## src/rtl/bsg_manycore_eva_xlate_arbiter.sv

```systemverilog
// ---------------------------------------------------------------------------
// bsg_manycore_eva_xlate_arbiter
//
// Purpose:
//   Shares one EVA->NPA translation datapath among num_req_p requesters.
//   A round-robin arbiter picks one valid EVA per cycle. The EVA is translated
//   combinationally and the result is captured in a one-entry output register
//   drained with a valid/yumi handshake. The block also holds the tile-group
//   origin (TGO) register and a saturating count of invalid-address results.
//
// EVA decode (byte address, data_width_p = 32):
//   eva[31]    == 1    DRAM. word = eva[30:2]; block-striped across the
//                      vcaches: bank = word[lg_blk +: lg_tiles_x] gives the x
//                      subcoord, the next bit picks south (1) or north (0)
//                      vcache row, the remaining upper bits with the block
//                      offset form the EPA.
//                      north: y = {pod_y-1, num_tiles_y-num_vcache_rows}
//                      south: y = {pod_y+1, 0}
//   eva[31:30] == 01   global within own pod: y_sub = eva[24:22],
//                      x_sub = eva[21:18], epa = eva[17:2].
//   eva[31:29] == 001  tile group: same fields, offsets added to the TGO
//                      modulo 2^subcord_width.
//   otherwise          invalid: err=1, x/y/epa = 0.
//
// Ports:
//   clk_i, reset_i        clock, synchronous active-high reset
//   v_i, eva_i, ready_o   requester side; ready_o is a one-hot accept
//   tgo_v_i/x_i/y_i       TGO register write
//   pod_x_i, pod_y_i      own pod coordinates (static)
//   v_o, id_o, x_cord_o, y_cord_o, epa_o, err_o, yumi_i   result handshake
//   err_cnt_o             saturating count of accepted invalid results
// ---------------------------------------------------------------------------
module bsg_manycore_eva_xlate_arbiter
  #(parameter int num_req_p                    = 4
   ,parameter int data_width_p                 = 32
   ,parameter int addr_width_p                 = 28
   ,parameter int x_cord_width_p               = 7
   ,parameter int y_cord_width_p               = 7
   ,parameter int pod_x_cord_width_p           = 3
   ,parameter int pod_y_cord_width_p           = 4
   ,parameter int num_tiles_x_p                = 16
   ,parameter int num_tiles_y_p                = 8
   ,parameter int num_vcache_rows_p            = 1
   ,parameter int vcache_block_size_in_words_p = 8
   ,parameter int vcache_size_p                = 4096
   ,parameter int vcache_sets_p                = 64
   ,parameter int err_cnt_width_p              = 8
   ,localparam int x_subcord_width_lp = x_cord_width_p - pod_x_cord_width_p
   ,localparam int y_subcord_width_lp = y_cord_width_p - pod_y_cord_width_p
   ,localparam int id_width_lp        = $clog2(num_req_p)
   )
   (input  logic                              clk_i
   ,input  logic                              reset_i

   ,input  logic [num_req_p-1:0]              v_i
   ,input  logic [num_req_p*data_width_p-1:0] eva_i
   ,output logic [num_req_p-1:0]              ready_o

   ,input  logic                              tgo_v_i
   ,input  logic [x_subcord_width_lp-1:0]     tgo_x_i
   ,input  logic [y_subcord_width_lp-1:0]     tgo_y_i
   ,input  logic [pod_x_cord_width_p-1:0]     pod_x_i
   ,input  logic [pod_y_cord_width_p-1:0]     pod_y_i

   ,output logic                              v_o
   ,output logic [id_width_lp-1:0]            id_o
   ,output logic [x_cord_width_p-1:0]         x_cord_o
   ,output logic [y_cord_width_p-1:0]         y_cord_o
   ,output logic [addr_width_p-1:0]           epa_o
   ,output logic                              err_o
   ,input  logic                              yumi_i
   ,output logic [err_cnt_width_p-1:0]        err_cnt_o
   );

    localparam int lg_block_lp       = $clog2(vcache_block_size_in_words_p);
    localparam int lg_tiles_x_lp     = $clog2(num_tiles_x_p);
    localparam int epa_tile_width_lp = 16;
    localparam int tile_x_lsb_lp     = 2 + epa_tile_width_lp;
    localparam int tile_y_lsb_lp     = tile_x_lsb_lp + x_subcord_width_lp;
    localparam int dram_hi_shift_lp  = lg_block_lp + lg_tiles_x_lp + 1;

    // Cache geometry must divide evenly into sets of blocks.
    if (vcache_size_p % (vcache_sets_p * vcache_block_size_in_words_p) != 0) begin : g_bad_vcache
        $error("vcache_size_p is not a multiple of vcache_sets_p*vcache_block_size_in_words_p");
    end

    // -----------------------------------------------------------------------
    // State
    // -----------------------------------------------------------------------
    logic [id_width_lp-1:0]        last_grant;
    logic [x_subcord_width_lp-1:0] tgo_x;
    logic [y_subcord_width_lp-1:0] tgo_y;

    // -----------------------------------------------------------------------
    // Round-robin arbiter: scan last_grant+1 .. last_grant+num_req_p (mod)
    // -----------------------------------------------------------------------
    logic                   can_accept;
    logic                   accept;
    logic                   grant_found;
    logic [id_width_lp-1:0] grant_id;
    logic [id_width_lp:0]   cand;

    assign can_accept = ~v_o | yumi_i;
    assign accept     = can_accept & (|v_i);

    always_comb begin
        grant_found = 1'b0;
        grant_id    = '0;
        cand        = '0;
        for (int i = 1; i <= num_req_p; i++) begin
            cand = {1'b0, last_grant} + (id_width_lp+1)'(i);
            if (cand >= (id_width_lp+1)'(num_req_p))
                cand = cand - (id_width_lp+1)'(num_req_p);
            if (!grant_found && v_i[cand[id_width_lp-1:0]]) begin
                grant_found = 1'b1;
                grant_id    = cand[id_width_lp-1:0];
            end
        end
    end

    always_comb begin
        ready_o = '0;
        if (accept)
            ready_o[grant_id] = 1'b1;
    end

    logic [data_width_p-1:0] sel_eva;

    always_comb begin
        sel_eva = '0;
        for (int r = 0; r < num_req_p; r++) begin
            if (grant_id == id_width_lp'(r))
                sel_eva = eva_i[r*data_width_p +: data_width_p];
        end
    end

    // -----------------------------------------------------------------------
    // Translation of the selected EVA
    // -----------------------------------------------------------------------
    logic is_dram, is_global, is_tile_group;

    assign is_dram       = sel_eva[data_width_p-1];
    assign is_global     = (sel_eva[data_width_p-1 -: 2] == 2'b01);
    assign is_tile_group = (sel_eva[data_width_p-1 -: 3] == 3'b001);

    // DRAM striping
    logic [data_width_p-1:0]       dram_word;
    logic [lg_tiles_x_lp-1:0]      dram_bank;
    logic                          dram_south;
    logic [data_width_p-1:0]       dram_hi;
    logic [data_width_p-1:0]       dram_epa_w;
    logic [x_subcord_width_lp-1:0] dram_x_sub;
    logic [y_subcord_width_lp-1:0] dram_north_y_sub;

    assign dram_word  = {3'b000, sel_eva[data_width_p-2:2]};
    assign dram_bank  = dram_word[lg_block_lp +: lg_tiles_x_lp];
    assign dram_south = dram_word[lg_block_lp + lg_tiles_x_lp];
    assign dram_hi    = dram_word >> dram_hi_shift_lp;
    assign dram_epa_w = (dram_hi << lg_block_lp)
                      | (dram_word & data_width_p'(vcache_block_size_in_words_p - 1));
    assign dram_x_sub       = x_subcord_width_lp'(dram_bank);
    assign dram_north_y_sub = y_subcord_width_lp'(num_tiles_y_p - num_vcache_rows_p);

    // Global / tile-group fields
    logic [x_subcord_width_lp-1:0] off_x;
    logic [y_subcord_width_lp-1:0] off_y;
    logic [epa_tile_width_lp-1:0]  epa_tile;
    logic [x_subcord_width_lp-1:0] tg_x_sub;
    logic [y_subcord_width_lp-1:0] tg_y_sub;

    assign off_x    = sel_eva[tile_x_lsb_lp +: x_subcord_width_lp];
    assign off_y    = sel_eva[tile_y_lsb_lp +: y_subcord_width_lp];
    assign epa_tile = sel_eva[2 +: epa_tile_width_lp];
    // Natural-width add: wraps modulo 2^subcord_width.
    assign tg_x_sub = tgo_x + off_x;
    assign tg_y_sub = tgo_y + off_y;

    logic [x_cord_width_p-1:0] xl_x;
    logic [y_cord_width_p-1:0] xl_y;
    logic [addr_width_p-1:0]   xl_epa;
    logic                      xl_err;

    always_comb begin
        xl_x   = '0;
        xl_y   = '0;
        xl_epa = '0;
        xl_err = 1'b0;
        if (is_dram) begin
            xl_x   = {pod_x_i, dram_x_sub};
            xl_y   = dram_south
                   ? {pod_y_i + pod_y_cord_width_p'(1), y_subcord_width_lp'(0)}
                   : {pod_y_i - pod_y_cord_width_p'(1), dram_north_y_sub};
            xl_epa = dram_epa_w[addr_width_p-1:0];
        end
        else if (is_global) begin
            xl_x   = {pod_x_i, off_x};
            xl_y   = {pod_y_i, off_y};
            xl_epa = {{(addr_width_p-epa_tile_width_lp){1'b0}}, epa_tile};
        end
        else if (is_tile_group) begin
            xl_x   = {pod_x_i, tg_x_sub};
            xl_y   = {pod_y_i, tg_y_sub};
            xl_epa = {{(addr_width_p-epa_tile_width_lp){1'b0}}, epa_tile};
        end
        else begin
            xl_err = 1'b1;
        end
    end

    // Byte offset and bits above the EPA range are don't-care.
    logic unused_bits;
    assign unused_bits = ^{sel_eva[1:0], dram_epa_w[data_width_p-1:addr_width_p]};

    // -----------------------------------------------------------------------
    // Registers
    // -----------------------------------------------------------------------
    always_ff @(posedge clk_i) begin
        if (reset_i) begin
            v_o        <= 1'b0;
            id_o       <= '0;
            x_cord_o   <= '0;
            y_cord_o   <= '0;
            epa_o      <= '0;
            err_o      <= 1'b0;
            err_cnt_o  <= '0;
            last_grant <= id_width_lp'(num_req_p - 1);
            tgo_x      <= '0;
            tgo_y      <= '0;
        end
        else begin
            if (accept) begin
                v_o        <= 1'b1;
                id_o       <= grant_id;
                x_cord_o   <= xl_x;
                y_cord_o   <= xl_y;
                epa_o      <= xl_epa;
                err_o      <= xl_err;
                last_grant <= grant_id;
                if (xl_err && (err_cnt_o != '1))
                    err_cnt_o <= err_cnt_o + err_cnt_width_p'(1);
            end
            else if (yumi_i) begin
                v_o <= 1'b0;
            end

            // Translation above already used the old TGO this cycle.
            if (tgo_v_i) begin
                tgo_x <= tgo_x_i;
                tgo_y <= tgo_y_i;
            end
        end
    end

    always_ff @(posedge clk_i) begin
        if (!reset_i)
            assert (!(yumi_i && !v_o));
    end

endmodule

```

## config.mk

```make
export PLATFORM = sky130hd
export DESIGN_NAME = bsg_manycore_eva_xlate_arbiter
export DESIGN_NICKNAME = d
export VERILOG_FILES = /design/src/rtl/bsg_manycore_eva_xlate_arbiter.sv
export SDC_FILE = /design/constraint.sdc
export NUM_CORES = 1
export LEC_CHECK = 0
export ABC_AREA = 0
export CORE_MARGIN = 5
export CORE_UTILIZATION = 42
export DETAILED_ROUTE_END_ITERATION = 6
export GPL_ROUTABILITY_DRIVEN = 0
export PLACE_DENSITY = 0.87
export RECOVER_POWER = 25
export SLEW_MARGIN = 20
export SYNTH_ARGS = -nofsm -noshare
export SYNTH_HDL_FRONTEND = slang
export SYNTH_SLANG_ARGS = --single-unit
```

## constraint.sdc

```tcl
create_clock -name clk_i -period 7.41 [get_ports clk_i]
set_input_delay 1.1115 -clock clk_i [delete_from_list [all_inputs] [get_ports clk_i]]
set_output_delay 1.1115 -clock clk_i [all_outputs]
set_load 0.05 [all_outputs]
```

**Word-level counts from Yosys, hierarchy flattened**

Index checks and enable logic that the tools add are counted.

- Register bits: 63
- Input bits: 150
- Output and inout port bits: 58
- Word-level logic and storage cells: 96

- $add $sub $neg: 13
- Order comparisons: 10
- Equality and inequality tests: 6
- Multiplexer cells: 41
- Bitwise gates (word level): 4
- Reduce and logical (&&, ||, !) cells: 12

Operators with widths:

| operator | count |
|---|---|
| $mux 32 | 4 |
| $mux 7 | 7 |
| $mux 16 | 2 |
| $mux 24 | 1 |
| $or 24x3->24 | 1 |
| $mux 2 | 8 |
| $lt 2x3->1 const B | 5 |
| $mux 1 | 13 |
| $ge 3x3->1 const B | 4 |
| $add 8x1->8 const B | 1 |
| $bmux 1 s2 | 4 |
| $ne 8x8->1 const B | 1 |
| $sub 2x1->2 const B | 4 |
| $add 2x2->3 const B | 2 |
| $logic_and 1x1->1 | 5 |
| $add 4x1->4 const B | 1 |
| $add 4x4->4 | 1 |
| $eq 2x1->1 const B | 2 |
| $eq 2x2->1 const B | 2 |
| $mux 4 | 1 |
| $reduce_or 4->1 | 1 |
| $sub 4x1->4 const B | 1 |
| $add 2x1->3 const B | 1 |
| $add 2x3->3 const B | 1 |
| other kinds (11) | 13 |

**Longest topological paths before layout**

- Depth after elaboration: 26
- Gate-level depth with buffers: 14
- Gate-level depth less buffers: 12

**Worst setup path before layout**

Ideal clock, no wire load.

- Kind: input to output
- Start: input port v_i[3]
- End: output port ready_o[0]
- Arrival: 3.754 ns
- Required time: 6.298 ns
- Setup slack: 2.544 ns
- Stages on the path: 7
- Path buffers: 3
- Cell sequence: nor2_1 -> nor3_1 -> a211oi_4 -> clkbuf_1 -> clkbuf_1 -> clkbuf_1 -> nor3b_1

- Word-level cells in the longest chain between the ends: 17
- Elaborated cells on any way between the ends: 29
- Those cells by class: order compare (2); mux (18); bitwise (1); reduce/logical (8)

RTL lines:

| item | line | RTL |
|---|---|---|
| start: declaration | 55 | `,input logic [num_req_p-1:0] v_i` |
| $bmux 1 s2 | 114 | `if (!grant_found && v_i[cand[id_width_lp-1:0]]) begin` |
| $mux 1 (implied by the code) | 114 |  |
| $mux 1 | 114 |  |
| $logic_not 1->1 | 114 |  |
| $logic_and 1x1->1 | 114 |  |
| $mux 1 | 114 |  |
| $logic_not 1->1 | 114 |  |
| $logic_and 1x1->1 | 114 |  |
| $mux 1 | 114 |  |
| $logic_not 1->1 | 114 |  |
| $logic_and 1x1->1 | 114 |  |
| $mux 2 | 114 |  |
| $lt 2x3->1 (implied by the code) or $ge 2x1->1 (tied branches) | 124 | `ready_o[grant_id] = 1'b1;` |
| $logic_and 1x1->1 (implied by the code) | 124 |  |
| $mux 1 (implied by the code) | 124 |  |
| $demux 1 s2 | 124 |  |
| $mux 4 (*) | 123 | `if (accept)` |
| end: declaration | 57 | `,output logic [num_req_p-1:0] ready_o` |

Mark *: on every way between the ends. The rest lies on a longest branch, timed or not. The select of a mux whose other input is x is not followed.

**Worst setup path in the final report**

- Start: input port v_i[1]
- End: output port ready_o[3]

Same word-level chain as after synthesis.

==> flow_metrics.py <==
metrics = {
    "run_status": {
        "status": "completed",
    },
    "yosys": {
        "ys_seq_elements": 59,
        "synthSimpleGateAreaFrac": 0.164,
        "synth_top_family_by_area": "compound AO/OA/AOI/OAI gates",
        "synth-edff-count": 0,
        "synth_most_common_cell": "dfxtp_1",
        "yosys_warnings": 0,
        "yosys.area_share.adder": 0.0404,
        "synth_mux_area_frac": 0.141,
        "synth_area_leader_cell": "dfxtp_1",
        "synth.distinct_cells": 50,
        "syn_avg_cell_area_um2": 8.63,
        "synth_compound_area_frac": 0.257,
        "ys_seq_area_frac": 0.324,
        "synth_top_area_share": 0.324,
        "ys_async_sr_fraction": 0,
        "yosys-top-cells-count": "dfxtp_1 (59), a21oi_1 (45), nor2_1 (41)",
        "synthTopCellsByArea": "dfxtp_1 (32%), mux2i_1 (10%), a21oi_1 (6.2%)",
        "ys.flop_type": "dfxtp_1",
        "postSynthCellCount": 423,
        "synth_xor_area_frac": 0.0144,
        "syn_area_um2": 3650,
    },
    "cts": {
        "root_buffer": "clkbuf_8",
        "clockBufferDepth": 2,
        "cts_buffers": 9,
        "cts_resized": 0,
        "postCtsHoldBufs": 0,
        "h-tree-depth": 3,
        "post-cts-setup-buffers": 0,
        "clkLatencyLatePin_ps": 330,
        "path_clk_slew_ps": 70,
        "cts_tree": "yes",
        "cts_num_sinks": 59,
    },
    "floorplanning": {
        "core_um2": 8590,
        "dieArea_um2": 10700,
        "die-height_um": 103,
        "rows": 34,
        "die_w_um": 103,
        "start_util": 0.425,
        "ios": 208,
    },
    "worst_setup_path": {
        "start_kind": "input pin",
        "crit_start": "v_i[1]",
        "r2r-start": "last_grant[0]",
        "reg2reg_slack_ps": 3520,
        "critPathBufInv": 2,
        "critical-path-slowest-cell": "clkdlybuf4s50_1",
        "path_cells": "clkdlybuf4s50_1, or2_0, nor3_1, a21oi_2, nand2_1, nor2_1, clkdlybuf4s50_1",
        "critical_path_depth": 7,
        "critPathKind": "input pin to primary output",
        "cp-endpoint": "ready_o[3]",
        "crit_fanout": 18,
        "r2r-end": "y_cord_o[6]",
        "cp_top_family": "buffers and inverters",
        "worst_setup_path_end_kind": "primary output",
        "critPathMostFrequentCell": "clkdlybuf4s50_1",
        "max_stage_delay_ps": 810,
        "worstPathRequired_ps": 6300,
        "arrival_ps": 3720,
        "r2r_cells": 13,
    },
    "drt": {
        "drt-total-wl_mm": 12.6,
        "drc_errors": 0,
        "vias": 4005,
        "drtIter0Drc": 299,
        "ant_nets": 0,
        "wl_per_cell_um": 17.6,
        "firstDrtPassIters": 6,
        "drt-vias-per-instance": 5.61,
    },
    "grt": {
        "grt_max_degree": 52,
        "grt_usage": 0.221,
        "grt_antenna_before_repair": 0,
        "grt_pass1_wl_mm": 18.3,
        "grt_pass1_vias": 3687,
        "overflow": 0,
    },
    "sta": {
        "fin_setup_tns_ps": 0,
        "tightest_slew_ps": 942,
        "rsz0062_at_grt": "false",
        "skew_ps": 4.88,
        "slew-limit-headroom": 0.372,
        "hold_viol": 0,
        "whs_ps": 455,
        "post-route-min-period_ps": 4830,
        "setup_violations": 0,
        "finalCritPeriodShare": 0.652,
        "maxSlewViolCount": 0,
        "fmax_mhz": 207,
    },
    "cells_and_area": {
        "antenna_cells": 0,
        "final_nets": 761,
        "utilization": 0.683,
        "syn2layout_area_growth_pct": 60.7,
        "final_area_um2": 5870,
        "drive_above_1_share": 0.0578,
    },
    "worst_hold_path": {
        "min_path_type": "flip-flop to flip-flop",
    },
    "pwr": {
        "p_per_area_nw_per_um2": 217,
        "leakage_nw": 2.29,
        "peakVddDrop_mv": 0.105,
    },
    "run": {
        "maxCapViolCount": 0,
    },
    "placement": {
        "portBuffers": 195,
        "hpwl_mm": 9.85,
        "placed_cell_area_um2": 5640,
    },
}
-- cells in the final DEF (no fill, tap or decap), drive strengths merged, types with 4 or more instances in the layout --
cell type        n
nor2            41
o21ai           10
buf              7
dlygate4sd3     21
nand2           18
or4              4
ha               7
mux2i           38
clkdlybuf4s50  173
a211oi          26
inv             10
a22oi           15
a21o             4
mux4             4
a21oi           45
nand3            8
nor2b           26
dfxtp           59
and3             5
nand2b           4
a222oi          14
conb             4
nor3             5
clkbuf          12
-- cell type report --
class,instances,area [um^2]
Clock inverter,4,47.5
Inverter,10,37.5
Clock buffer,12,165
Fill cell,694,2730
Multi-Input combinational cell,320,2290
Tap cell,108,135
Sequential cell,59,1180
Timing Repair Buffer,201,2010
-- worst register-to-register path, cell delays in order (launching register included) --
cell and delay [ps]:
dfxtp_1 370, nand2b_2 170, o21ai_2 80, a211oi_4 770, buf_4 540, mux4_2 470, inv_1 230, ha_1 280
a21o_1 170, a21oi_1 160, xnor2_1 150, xnor2_1 80, a22oi_1 160, a21oi_1 90
-- report_power, final --
group	switching, W	internal, W	total [W]	leakage, nW
clock	0.000125	0.000182	0.000307	0.108
combinational	0.000349	0.000241	0.000589	1.69
sequential	0.0000233	0.000357	0.000380	0.486
total	0.000497	0.000779	0.00128	2.29
-- per-layer routing --
layer	share of wire	vias to the layer above	track usage
met5	0	-	0
met4	0.010	0	0.0428
met3	0.074	12	0.0718
met2	0.54	163	0.404
met1	0.37	1886	0.252
li1	-	1944	-
-- per-stage QoR --
| step | total power [W] | setup slack (ps) | instances |
|---|---|---|---|
| after floorplan | 0.000761 | 2540 | 426 |
| after global placement | 0.000962 | 2230 | 697 |
| after detailed placement | 0.000979 | 2200 | 697 |
| after CTS | 0.00129 | 2260 | 713 |
| after global routing | 0.00134 | 2360 | 714 |
| final | 0.00128 | 2580 | 714 |
-- cells by family (layout without fill, tap and decap cells) --
logic type,Yosys count,count (layout)
xor gates and xnor gates,6,6
buffers and inverters,47,227
DFF,59,59
AOI/OAI and AO/OA,135,135
muxes,45,45
other,1,4
and+or+nand+nor,120,120
adders and majority gates,10,10
-- state kept, by name, indices dropped and copies added (netlist names) --
| name | cells |
|---|---|
| epa_o | 24 |
| err_cnt_o | 8 |
| x_cord_o | 7 |
| y_cord_o | 7 |
| tgo_x | 4 |
| tgo_y | 3 |
| id_o | 2 |
| last_grant | 2 |
| err_o | 1 |
| v_o | 1 |
-- how the worst min path moves through the flow --
stage                     depth (start not counted)       from        end  slack (ps)
after floorplan                                   2   tgo_y[1]   tgo_y[1]         460
after global placement                            2  epa_o[23]  epa_o[23]         440
after detailed placement                          2      err_o      err_o         450
after CTS                                         2      err_o      err_o         460
after global routing                              2      err_o      err_o         490
final                                             2      err_o      err_o         460
(Power assumes the default switching activity.)
